**src/rtl/ura_hazard_controller_pkg.sv**
```systemverilog
// ura_hazard_controller_pkg: URA constants, forward codes, slot record and match/age helpers
package ura_hazard_controller_pkg;
  localparam int REC_URA_W = 7;
  localparam logic [REC_URA_W-1:0] URA_NONE = 7'd0;
  localparam logic [REC_URA_W-1:0] URA_HI = 7'b1000000;
  localparam logic [REC_URA_W-1:0] URA_LO = 7'b1000001;
  localparam logic [1:0] URA_CP0_PFX = 2'b01;
  typedef enum logic [1:0] {FWD_GRF, FWD_E, FWD_M, FWD_W} fwd_e;
  typedef struct packed {
    logic valid;
    logic [REC_URA_W-1:0] ura0;
    logic [REC_URA_W-1:0] ura1;
    logic [1:0] tnew;
    logic md;
    logic md_div;
  } rec_t;
  typedef struct packed {
    fwd_e sel;
    logic hz;
  } src_res_t;
  function automatic rec_t age(rec_t r);
    age = r;
    age.tnew = (r.tnew != 2'd0) ? r.tnew - 2'd1 : 2'd0;
  endfunction
  function automatic logic hit(rec_t r, logic [REC_URA_W-1:0] s);
    return r.valid && s != URA_NONE && (s == r.ura0 || s == r.ura1);
  endfunction
  function automatic src_res_t resolve(rec_t e, rec_t m, rec_t w, logic [REC_URA_W-1:0] s, logic [1:0] tuse);
    logic he, hm, hw, any;
    logic [1:0] tn;
    fwd_e code;
    he = hit(e, s);
    hm = hit(m, s);
    hw = hit(w, s);
    any = he || hm || hw;
    tn = he ? e.tnew : hm ? m.tnew : w.tnew;
    code = he ? FWD_E : hm ? FWD_M : FWD_W;
    resolve.sel = (any && tn == 2'd0) ? code : FWD_GRF;
    resolve.hz = any && tn > tuse;
  endfunction
endpackage

```
**src/rtl/ura_hazard_controller_if.sv**
```systemverilog
// ura_hazard_controller_if: D-stage hazard query bundle; master drives D/flush, slave returns stall/fwd/md_busy
interface ura_hazard_controller_if #(parameter int URA_W = 7);
  logic flush;
  logic d_valid;
  logic [URA_W-1:0] d_rs_ura;
  logic [1:0] d_rs_tuse;
  logic [URA_W-1:0] d_rt_ura;
  logic [1:0] d_rt_tuse;
  logic [URA_W-1:0] d_wr_ura0;
  logic [URA_W-1:0] d_wr_ura1;
  logic [1:0] d_tnew;
  logic d_md_start;
  logic d_md_is_div;
  logic d_uses_hilo;
  logic stall;
  logic [1:0] fwd_rs_sel;
  logic [1:0] fwd_rt_sel;
  logic md_busy;
  modport master (
    output flush, d_valid, d_rs_ura, d_rs_tuse, d_rt_ura, d_rt_tuse, d_wr_ura0, d_wr_ura1,
           d_tnew, d_md_start, d_md_is_div, d_uses_hilo,
    input  stall, fwd_rs_sel, fwd_rt_sel, md_busy
  );
  modport slave (
    input  flush, d_valid, d_rs_ura, d_rs_tuse, d_rt_ura, d_rt_tuse, d_wr_ura0, d_wr_ura1,
           d_tnew, d_md_start, d_md_is_div, d_uses_hilo,
    output stall, fwd_rs_sel, fwd_rt_sel, md_busy
  );
endinterface

```
**src/rtl/ura_hazard_controller_md_busy_timer.sv**
```systemverilog
// ura_hazard_controller_md_busy_timer: mult/div countdown; load+kind start it, busy while count != 0
module ura_hazard_controller_md_busy_timer #(
  parameter int MULT_CYCLES = 5,
  parameter int DIV_CYCLES = 10
) (
  input  logic clk,
  input  logic reset,
  input  logic load,
  input  logic kind,
  output logic busy
);
  localparam int MAX_CYCLES = (DIV_CYCLES > MULT_CYCLES) ? DIV_CYCLES : MULT_CYCLES;
  localparam int CW = $clog2(MAX_CYCLES + 1);
  logic [CW-1:0] count_q, count_d;
  always_comb begin
    count_d = load ? (kind ? CW'(DIV_CYCLES) : CW'(MULT_CYCLES))
                   : (count_q != '0) ? count_q - CW'(1) : count_q;
  end
  always_ff @(posedge clk) begin
    if (reset) count_q <= '0;
    else count_q <= count_d;
  end
  assign busy = count_q != '0;
endmodule

```
**src/rtl/ura_hazard_controller.sv**
```systemverilog
// ura_hazard_controller: E/M/W destination tracking, stall and D-stage forward select; ports clk, reset, hz (slave)
module ura_hazard_controller
  import ura_hazard_controller_pkg::*;
#(
  parameter int URA_W = 7,
  parameter int MULT_CYCLES = 5,
  parameter int DIV_CYCLES = 10
) (
  input  logic clk,
  input  logic reset,
  ura_hazard_controller_if.slave hz
);
  rec_t e_q, m_q, w_q, e_d, m_d, w_d, d_rec;
  src_res_t rs_res, rt_res;
  logic [URA_W-1:0] rs_ura, rt_ura;
  logic md_busy, md_hold, stall;
  assign rs_ura = hz.d_rs_ura;
  assign rt_ura = hz.d_rt_ura;
  always_comb begin
    d_rec = '{valid: hz.d_valid, ura0: hz.d_wr_ura0, ura1: hz.d_wr_ura1, tnew: hz.d_tnew,
              md: hz.d_md_start, md_div: hz.d_md_is_div};
    rs_res = resolve(e_q, m_q, w_q, rs_ura, hz.d_rs_tuse);
    rt_res = resolve(e_q, m_q, w_q, rt_ura, hz.d_rt_tuse);
    // an md op still in E has not loaded the timer yet, so it blocks HI/LO users too
    md_hold = (md_busy || (e_q.valid && e_q.md)) && (hz.d_uses_hilo || hz.d_md_start);
    stall = hz.d_valid && (rs_res.hz || rt_res.hz || md_hold);
    e_d = (hz.d_valid && !stall && !hz.flush) ? d_rec : '0;
    m_d = hz.flush ? '0 : age(e_q);
    w_d = age(m_q);
  end
  always_ff @(posedge clk) begin
    if (reset) begin
      e_q <= '0;
      m_q <= '0;
      w_q <= '0;
    end else begin
      e_q <= e_d;
      m_q <= m_d;
      w_q <= w_d;
    end
  end
  ura_hazard_controller_md_busy_timer #(.MULT_CYCLES(MULT_CYCLES), .DIV_CYCLES(DIV_CYCLES)) u_md (
    .clk(clk),
    .reset(reset),
    .load(e_q.valid && e_q.md && !hz.flush),
    .kind(e_q.md_div),
    .busy(md_busy)
  );
  assign hz.stall = stall;
  assign hz.fwd_rs_sel = rs_res.sel;
  assign hz.fwd_rt_sel = rt_res.sel;
  assign hz.md_busy = md_busy;
endmodule
```
**src/flat_wrapper.sv**
```systemverilog
// flat-port wrapper written by rule: the top's interface ports become plain ports
module ura_hazard_controller_flat import ura_hazard_controller_pkg::*;
#(
  parameter int URA_W = 7,
  parameter int MULT_CYCLES = 5,
  parameter int DIV_CYCLES = 10
)
  (clk, reset, hz_flush, hz_d_valid, hz_d_rs_ura, hz_d_rs_tuse, hz_d_rt_ura, hz_d_rt_tuse, hz_d_wr_ura0, hz_d_wr_ura1, hz_d_tnew, hz_d_md_start, hz_d_md_is_div, hz_d_uses_hilo, hz_stall, hz_fwd_rs_sel, hz_fwd_rt_sel, hz_md_busy);
  ura_hazard_controller_if #(.URA_W(URA_W)) hz_i ();
  input  logic clk;
  input  logic reset;
  input wire logic [$bits(hz_i.flush)-1:0] hz_flush;
  input wire logic [$bits(hz_i.d_valid)-1:0] hz_d_valid;
  input wire logic [$bits(hz_i.d_rs_ura)-1:0] hz_d_rs_ura;
  input wire logic [$bits(hz_i.d_rs_tuse)-1:0] hz_d_rs_tuse;
  input wire logic [$bits(hz_i.d_rt_ura)-1:0] hz_d_rt_ura;
  input wire logic [$bits(hz_i.d_rt_tuse)-1:0] hz_d_rt_tuse;
  input wire logic [$bits(hz_i.d_wr_ura0)-1:0] hz_d_wr_ura0;
  input wire logic [$bits(hz_i.d_wr_ura1)-1:0] hz_d_wr_ura1;
  input wire logic [$bits(hz_i.d_tnew)-1:0] hz_d_tnew;
  input wire logic [$bits(hz_i.d_md_start)-1:0] hz_d_md_start;
  input wire logic [$bits(hz_i.d_md_is_div)-1:0] hz_d_md_is_div;
  input wire logic [$bits(hz_i.d_uses_hilo)-1:0] hz_d_uses_hilo;
  output wire logic [$bits(hz_i.stall)-1:0] hz_stall;
  output wire logic [$bits(hz_i.fwd_rs_sel)-1:0] hz_fwd_rs_sel;
  output wire logic [$bits(hz_i.fwd_rt_sel)-1:0] hz_fwd_rt_sel;
  output wire logic [$bits(hz_i.md_busy)-1:0] hz_md_busy;
  assign hz_i.flush = hz_flush;
  assign hz_i.d_valid = hz_d_valid;
  assign hz_i.d_rs_ura = hz_d_rs_ura;
  assign hz_i.d_rs_tuse = hz_d_rs_tuse;
  assign hz_i.d_rt_ura = hz_d_rt_ura;
  assign hz_i.d_rt_tuse = hz_d_rt_tuse;
  assign hz_i.d_wr_ura0 = hz_d_wr_ura0;
  assign hz_i.d_wr_ura1 = hz_d_wr_ura1;
  assign hz_i.d_tnew = hz_d_tnew;
  assign hz_i.d_md_start = hz_d_md_start;
  assign hz_i.d_md_is_div = hz_d_md_is_div;
  assign hz_i.d_uses_hilo = hz_d_uses_hilo;
  assign hz_stall = hz_i.stall;
  assign hz_fwd_rs_sel = hz_i.fwd_rs_sel;
  assign hz_fwd_rt_sel = hz_i.fwd_rt_sel;
  assign hz_md_busy = hz_i.md_busy;
  ura_hazard_controller #(.URA_W(URA_W), .MULT_CYCLES(MULT_CYCLES), .DIV_CYCLES(DIV_CYCLES)) u_core (.clk(clk), .reset(reset), .hz(hz_i));
endmodule
```
**config.mk**
```make
export PLATFORM = sky130hd
export DESIGN_NAME = ura_hazard_controller_flat
export DESIGN_NICKNAME = d
export VERILOG_FILES = /design/src/rtl/ura_hazard_controller_pkg.sv /design/src/rtl/ura_hazard_controller_if.sv /design/src/rtl/ura_hazard_controller_md_busy_timer.sv /design/src/rtl/ura_hazard_controller.sv /design/src/flat_wrapper.sv
export SDC_FILE = /design/constraint.sdc
export NUM_CORES = 1
export LEC_CHECK = 0
export CORE_MARGIN = 2
export CORE_UTILIZATION = 40
export CTS_BUF_LIST = sky130_fd_sc_hd__clkbuf_4
export DETAILED_ROUTE_END_ITERATION = 10
export PLACE_DENSITY = 0.62
export SLEW_MARGIN = 10
export SYNTH_ARGS = -nofsm -noshare
export SYNTH_HDL_FRONTEND = slang
export SYNTH_SLANG_ARGS = --single-unit
```
**constraint.sdc**
```tcl
create_clock -name clk -period 7.2 [get_ports clk]
set_clock_uncertainty 0.2 [all_clocks]
set_input_delay 2.16 -clock clk [delete_from_list [all_inputs] [get_ports clk]]
set_output_delay 2.16 -clock clk [all_outputs]
set_load 0.02 [all_outputs]
```
==> results by group, run 1 <==
Pwr
  • LEAKAGE: 1.70 nW
  • PD cells: ~190 nW/um^2
  • Max VDD drop: 0.000114 V

Place
  • Hpwl dp: around 6200 um
  • PortBufs: 46
  • Gpl congestion: 0.880
  • Placed insts: 492

Synthesis
  • Top cells by area, synth: dfxtp_1, xnor2_1, xor2_1, nor4b_2, and2_1
  • Syn_nets: about 380
  • Number of flops mapped to enable cells by yosys: 0
  • Count leader, synth: dfxtp_1
  • Seq cells post-synth: 57
  • Post-synth top cells: dfxtp_1, xnor2_1, xor2_1
  • Share of the yosys chip area belonging to registers: 0.352
  • Ys async rst share: 0
  • Count of different cell masters after synthesis: 35
  • Main synth FF type: dfxtp_1
  • Cell taking the most area after synthesis: dfxtp_1
  • Synth warnings: 0
  • Area share of the largest cell type after synthesis: 0.352
  • Syn_area_per_cell: 9.91 sq um
  • Post-Syn Area: 3240 sq um
  • Synth Instances: 327

Die
  • # IOs: 47
  • Die Ht: 94.0 um
  • DIE WIDTH: 94.0 um
  • Row cnt: 32
  • Initial Util: 0.417
  • Placeable Area: between 7000 and 8000 sq um
  • Die Area: 8830 sq um

Layout
  • FILL cells: 692
  • # nets final: 456
  • Reg area: 1140 sq um
  • Area Overhead vs Synth: 33.7%
  • Antenna Diode Count: 0
  • Proportion of layout cells with a drive suffix above 1: 0.277
  • Multi-input logic area: 2100 sq um
  • Layout Cells excl Fill: 514

Timing
  • Slew @ Worst Pin: 0.932 ns
  • Setup total negative slack: 0 ns
  • Final Setup Violations: 0
  • Final Max Tran Viols: 0
  • Final period utilization: 0.977
  • Final Critical Period: 7.04 ns
  • Fmax: 142 MHz
  • Rel. slew slack: 0.377
  • Hold Vio Cnt, Final: 0

GRT
  • Gr ovfl total: 0
  • Antenna violations before repair: 0
  • GRT Total Usage: 0.193
  • Largest net degree at the start of global routing: 25
  • Vias in the first global route: approximately 2500
  • Global-route wire length before repair: around 13000 um

CTS
  • CTS clk-pin slew, worst paths: approximately 0.090 ns
  • Cts bufs inserted: 9
  • TritonCTS clock tree: built
  • H-Tree Depth: 3
  • Root buffer cell: clkbuf_4
  • Clk_lat worst skew: ~0.38 ns
  • Clock sink count: 57
  • Clock Tree Buf Depth: 2

Setup path
  • Critical path peak fanout: 4
  • Worst reg2reg setup slack: 3.79 ns
  • Reg2reg start: u_core.m_q[14]
  • Worst setup path startpoint: hz_d_rt_ura[3]
  • Worst Setup EP: hz_stall
  • Crit path launch type: input pin
  • Critical path capture point type: output port
  • R2R cell count: 14
  • Worst Setup Path Type: input pin to output port
  • FF-to-FF End: u_core.e_q[16]
  • WP data arrival: 4.68 ns
  • Crit path required time: 4.84 ns

Drt
  • Overall routed net length: 8180 um
  • Via density: 4.95
  • DRC Markers: 0
  • Drt first pass iters: 4
  • Post-route ant nets: 0
  • Average routed wire per standard cell: around 16 um
  • Via count: about 2500
  • Initial DRC count: 154

Job
  • Max-Cap Viols: 0

Worst hold path
  • Start point of the worst hold path: u_core.m_q[5]
  • Hold crit path type: flop to flop

Outcome
  • Status: finished clean
metal layers:
| metal | vias up | wire length, um | track usage |
|---|---|---|---|
| li1 | 1277 | - | - |
| met1 | 1181 | 3840 | 0.253 |
| met3 | 14 | 348 | 0.0345 |
| met4 | 0 | 163 | 0.0857 |
| met2 | 71 | 3830 | 0.311 |
| met5 | - | 0 | 0 |
worst max-delay path: stages:
cell,delay (ns)
buf_12,0.12
xnor2_4,0.15
nand4_1,0.18
nor4_4,0.34
o211ai_1,0.20
buf_4,0.19
mux2i_1,0.14
mux2i_1,0.09
ha_1,0.30
a21oi_1,0.14
a21oi_1,0.06
a21o_1,0.15
o41a_1,0.12
o21a_1,0.20
buf_6,0.13
cell type report:
class / count / area share
clock buffers: 11 / 0.0191
clock inverters: 5 / 0.0107
inverters: 10 / 0.00867
multi-input cells: 238 / 0.485
flip-flops and latches: 57 / 0.263
well taps: 102 / 0.0295
repair buffers: 91 / 0.183
stage by stage:
stage               cell area (sq um)  utilization  hold slack, ns  power (mW)  setup slack, ns
detailed placement               3980        0.512           0.299       0.602           -0.799
global placement                 3980        0.512           0.286       0.599           -0.795
finish                           4330        0.558           0.311       0.823            0.165
floorplan                        3240            -           0.255       0.536            0.382
CTS                              4180        0.538           0.314       0.820          0.00240
global route                     4330        0.558           0.326       0.866          -0.0221
cell usage in the layout (no fill, tap or decap), types with 2 or more instances in the layout:
cell type	synthesis	routed
ha_1	8	7
xnor2_1	51	46
xor2_1	35	35
nor4b_2	18	19
inv_1	10	10
dlygate4sd2_1	0	2
nand3_1	3	2
nor4_1	14	8
nand2_2	0	2
clkdlybuf4s50_1	0	31
nor4_4	0	4
clkbuf_4	0	11
clkbuf_2	0	4
clkinv_1	0	3
o21a_1	4	4
nor3_1	8	7
nand4_1	12	12
nor2b_1	16	16
mux2i_1	6	5
buf_6	5	5
nor4_2	0	2
nand2_1	10	8
a21oi_1	7	7
mux2_4	0	2
mux2_2	4	2
buf_4	4	44
dfxtp_1	57	57
o211ai_1	4	4
nor2_1	10	10
dlymetal6s2s_1	0	2
xnor2_2	0	4
and2_1	16	16
worst min path at each step:
| stage | slack, ns | cells past startpoint | end |
|---|---|---|---|
| 6_report | 0.31 | 1 | u_core.w_q[5] |
| 5_1_grt | 0.33 | 1 | u_core.w_q[9] |
| 4_1_cts | 0.31 | 1 | u_core.w_q[5] |
| 3_5_place_dp | 0.30 | 2 | u_core.u_md.count_q[1] |
| 3_3_place_gp | 0.29 | 2 | u_core.u_md.count_q[3] |
| 2_1_floorplan | 0.25 | 2 | u_core.u_md.count_q[3] |
power breakdown:
group | switching [mW] | total (mW) | internal [mW]
clock | 0.110 | 0.220 | 0.110
combinational | 0.130 | 0.249 | 0.119
sequential | 0.0193 | 0.354 | 0.335
total | 0.260 | 0.823 | 0.564
flip-flops by register name (all words and copies together), names as in the netlist:
register	flops
u_core.w_q	17
u_core.u_md.count_q	4
u_core.m_q	17
u_core.e_q	19
repair_timing:
action                                  CTS  global route
endpoints found under the setup margin    5             5
buffers inserted                          3             3
resized for setup                        32            58
hold buffers                              0             0
pin swaps                                 7            28
logic make-up after synthesis:
| family | count (synthesis) | share of synthesized area |
|---|---|---|
| simple gates | 111 | 0.245 |
| compound gates | 22 | 0.0452 |
| xor+xnor | 87 | 0.238 |
| mux | 10 | 0.0324 |
| buf+inv | 32 | 0.0568 |
| flops | 57 | 0.352 |
| fa+ha+maj | 8 | 0.0309 |
(Power assumes the default switching activity.)
==> run 2: changes to the inputs <==
--- a/config.mk
+++ b/config.mk
@@ -9,6 +9,7 @@
 export CORE_UTILIZATION = 40
 export CTS_BUF_LIST = sky130_fd_sc_hd__clkbuf_4
 export DETAILED_ROUTE_END_ITERATION = 10
+export HOLD_SLACK_MARGIN = 0.15
 export PLACE_DENSITY = 0.62
 export SLEW_MARGIN = 10
 export SYNTH_ARGS = -nofsm -noshare
==> results of run 2 <==
Final layout, timing and power as in run 1 (identical DEF).
==> run 3: changes to the inputs <==
--- a/config.mk
+++ b/config.mk
@@ -10,7 +10,6 @@
 export CTS_BUF_LIST = sky130_fd_sc_hd__clkbuf_4
 export DETAILED_ROUTE_END_ITERATION = 10
 export HOLD_SLACK_MARGIN = 0.15
-export PLACE_DENSITY = 0.62
 export SLEW_MARGIN = 10
 export SYNTH_ARGS = -nofsm -noshare
 export SYNTH_HDL_FRONTEND = slang
==> results by group, run 3 (synthesized netlist as in run 1, its figures left out) <==
Drt
  • Average routed wire per standard cell: 15.2 um (-4.6%)
  • DRC Markers: 0 (unchanged)
  • Drt first pass iters: 4 (unchanged)
  • Via density: 4.98 (+0.75%)
  • Initial DRC count: 135 (-12%)
  • Overall routed net length: 7940 um (-2.9%)
  • Via count: 2607 (+2.5%)
  • Post-route ant nets: 0 (unchanged)

Pwr
  • Max VDD drop: 0.0000990 V (-13%)
  • LEAKAGE: 1.74 nW (+2.6%)
  • Switch Pwr: 264 uW (+1.7%)
  • Sequential share of power: 0.440 (+0.010)
  • PD cells: 184 nW/um^2 (-3.0%)
  • Switching part of the total: 0.329 (+0.0131)
  • Clock power frac: 0.234 (-0.034)
  • Internal power: 540 uW (-4.2%)
  • Combinational group share of total power: 0.326 (+0.024)

Die
  • Initial Util: 0.417 (unchanged)
  • # IOs: 47 (unchanged)
  • Row cnt: 32 (unchanged)
  • DIE WIDTH: 94.0 um (unchanged)
  • Die Ht: 94.0 um (unchanged)
  • Die Area: 8830 sq um (unchanged)
  • Placeable Area: 7770 sq um (unchanged)

Layout
  • Top reg by flops: u_core.e_q
  • Proportion of layout cells with a drive suffix above 1: 0.295 (+0.0178)
  • Antenna Diode Count: 0 (unchanged)
  • Commonest non-fill, non-tap cell in the layout: dfxtp_1
  • Most frequent cells in the layout: dfxtp_1, buf_4, xnor2_1
  • Area Overhead vs Synth: 34.5%
  • Largest registers: u_core.e_q (19), u_core.m_q (17), u_core.w_q (17)
  • # nets final: 465 (+2.0%)
  • Max FFs per register: 19 (unchanged)
  • Final instance area: 4360 sq um (+0.61%)

GRT
  • GRT Total Usage: 0.194 (+0.000545)
  • Gr ovfl total: 0 (unchanged)
  • Largest net degree at the start of global routing: 25 (unchanged)
  • Antenna violations before repair: 0 (unchanged)
  • Vias in the first global route: 2665 (+4.6%)
  • Global-route wire length before repair: 13000 um (+1.7%)

Setup path
  • CP top delay family: compound AO/OA/AOI/OAI gates
  • Worst Setup Path Type: input pin to output port
  • Worst reg2reg setup slack: 3.65 ns (-0.14 ns)
  • Most used cell, CP: mux2i_1
  • Critical path capture point type: output port
  • WP data arrival: 4.65 ns (-0.03 ns)
  • Slowest cell on crit path: ha_1
  • CP Buf/Inv Count: 3 (unchanged)
  • Critical path peak fanout: 3 (-1)
  • Crit path required time: 4.84 ns (about the same)
  • Cell Chain, Critical Path: dlygate4sd2_1, buf_4, xnor2_1, nand4_1, o22ai_2, nand3_2, mux2i_1, mux2i_1, ha_1, nor2b_1, o211ai_1, a31oi_2, o21a_1, buf_6
  • Crit-path max cell delay: 0.30 ns (-0.04 ns)
  • Crit path launch type: input pin

Outcome
  • Status: finished clean

Timing
  • Fmax: 143 MHz (+0.41%)
  • Rel. slew slack: 0.386 (+0.00945)
  • Final Setup Violations: 0 (unchanged)
  • Slew @ Worst Pin: 0.919 ns (-0.0135 ns)
  • Final Critical Period: 7.01 ns (-0.0285 ns)
  • Hold Vio Cnt, Final: 0 (unchanged)
  • Final period utilization: 0.973 (-0.00396)
  • RSZ-0062 raised after global routing: true
  • Post-route setup slack: 0.193 ns (+0.0285 ns)
  • Final Max Tran Viols: 0 (unchanged)

CTS
  • # hold bufs at CTS: 0 (unchanged)
  • Clock Tree Buf Depth: 2 (unchanged)
  • Clock sink count: 57 (unchanged)
  • Clk_lat worst skew: 0.41 ns (+0.03 ns)
  • TritonCTS clock tree: built
  • H-Tree Depth: 3 (unchanged)
  • CTS clk-pin slew, worst paths: 0.10 ns (about the same)
  • Cts bufs inserted: 9 (unchanged)
  • Root buffer cell: clkbuf_4

Place
  • Hpwl dp: 6150 um (-1.3%)
  • DP Area: 3970 sq um (-0.19%)
  • Pre-CTS setup slack: -0.780 ns (+0.0181 ns)
  • Gpl congestion: 0.874 (-0.68%)
  • PortBufs: 46 (unchanged)

Worst hold path
  • Hold crit path type: flop to flop

Job
  • Max-Cap Viols: 0 (unchanged)
run 3: cell types whose count changed in the layout (fill, tap and decap cells not counted), sizes merged:
cell and delta:
clkbuf -1, bufinv -1, dlygate4sd2 +2, clkdlybuf4s15 -1
buf +9, clkinv +1
run 3: worst register-to-register path, cell delays in order (launching register included):
cell and delay, ns:
dfxtp_1 0.45, xnor2_2 0.14, nand4_1 0.14, nor4_2 0.34
o211ai_1 0.24, mux2_4 0.35, mux2i_1 0.14, ha_2 0.19
inv_2 0.03, a21oi_2 0.11, a21oi_1 0.05, a21o_1 0.17
o41a_1 0.13, buf_4 0.14, buf_4 0.12, buf_4 0.21
nor4b_2 0.31
run 3: repair_timing:
action	in CTS	in global routing
buffers inserted	6	11
pin swaps	14	28
resized for setup	34	57
endpoints found under the setup margin	5	5
run 3: worst paths after layout:
kind | start | end | cells past startpoint
worst max-delay path | hz_d_rs_ura[2] | hz_stall | 14
worst min register to register | u_core.e_q[18] | u_core.m_q[18] | 1
worst max register to register | u_core.m_q[17] | u_core.e_q[5] | 16
worst min-delay path | u_core.e_q[18] | u_core.m_q[18] | 1
run 3: final cells by class:
type,instances,area [sq um]
multi-input cells,238,2070
fillers,731,3410
inverters,10,37.5
well taps,102,128
clock inverters,5,22.5
flip-flops and latches,57,1140
repair buffers,100,878
clock buffers,11,82.6
run 3: per-stage QoR:
stage               std cells  hold WS (ns)   util  power [mW]  setup TNS, ns
floorplan                 327         0.255      -       0.536              0
global placement          491         0.278  0.511       0.599          -1.28
detailed placement        491         0.289  0.511       0.602          -1.29
CTS                       513         0.303  0.537       0.796       -0.00350
global route              523         0.338  0.561       0.855        -0.0215
finish                    523         0.312  0.561       0.804              0
run 3: power by group through the flow:
stage	clock, mW	combinational [mW]	sequential (mW)
2_1_floorplan	0	0.181	0.355
3_3_place_gp	0	0.239	0.361
3_5_place_dp	0	0.242	0.360
4_1_cts	0.193	0.250	0.353
5_1_grt	0.209	0.290	0.357
6_report	0.188	0.262	0.354
run 3: per-layer routing:
| layer | up-vias | wire length [um] | GRT usage |
|---|---|---|---|
| met5 | - | 0 | 0 |
| met4 | 0 | 238 | 0.101 |
| met3 | 18 | 348 | 0.0305 |
| met2 | 80 | 3650 | 0.305 |
| met1 | 1217 | 3710 | 0.256 |
| li1 | 1292 | - | - |
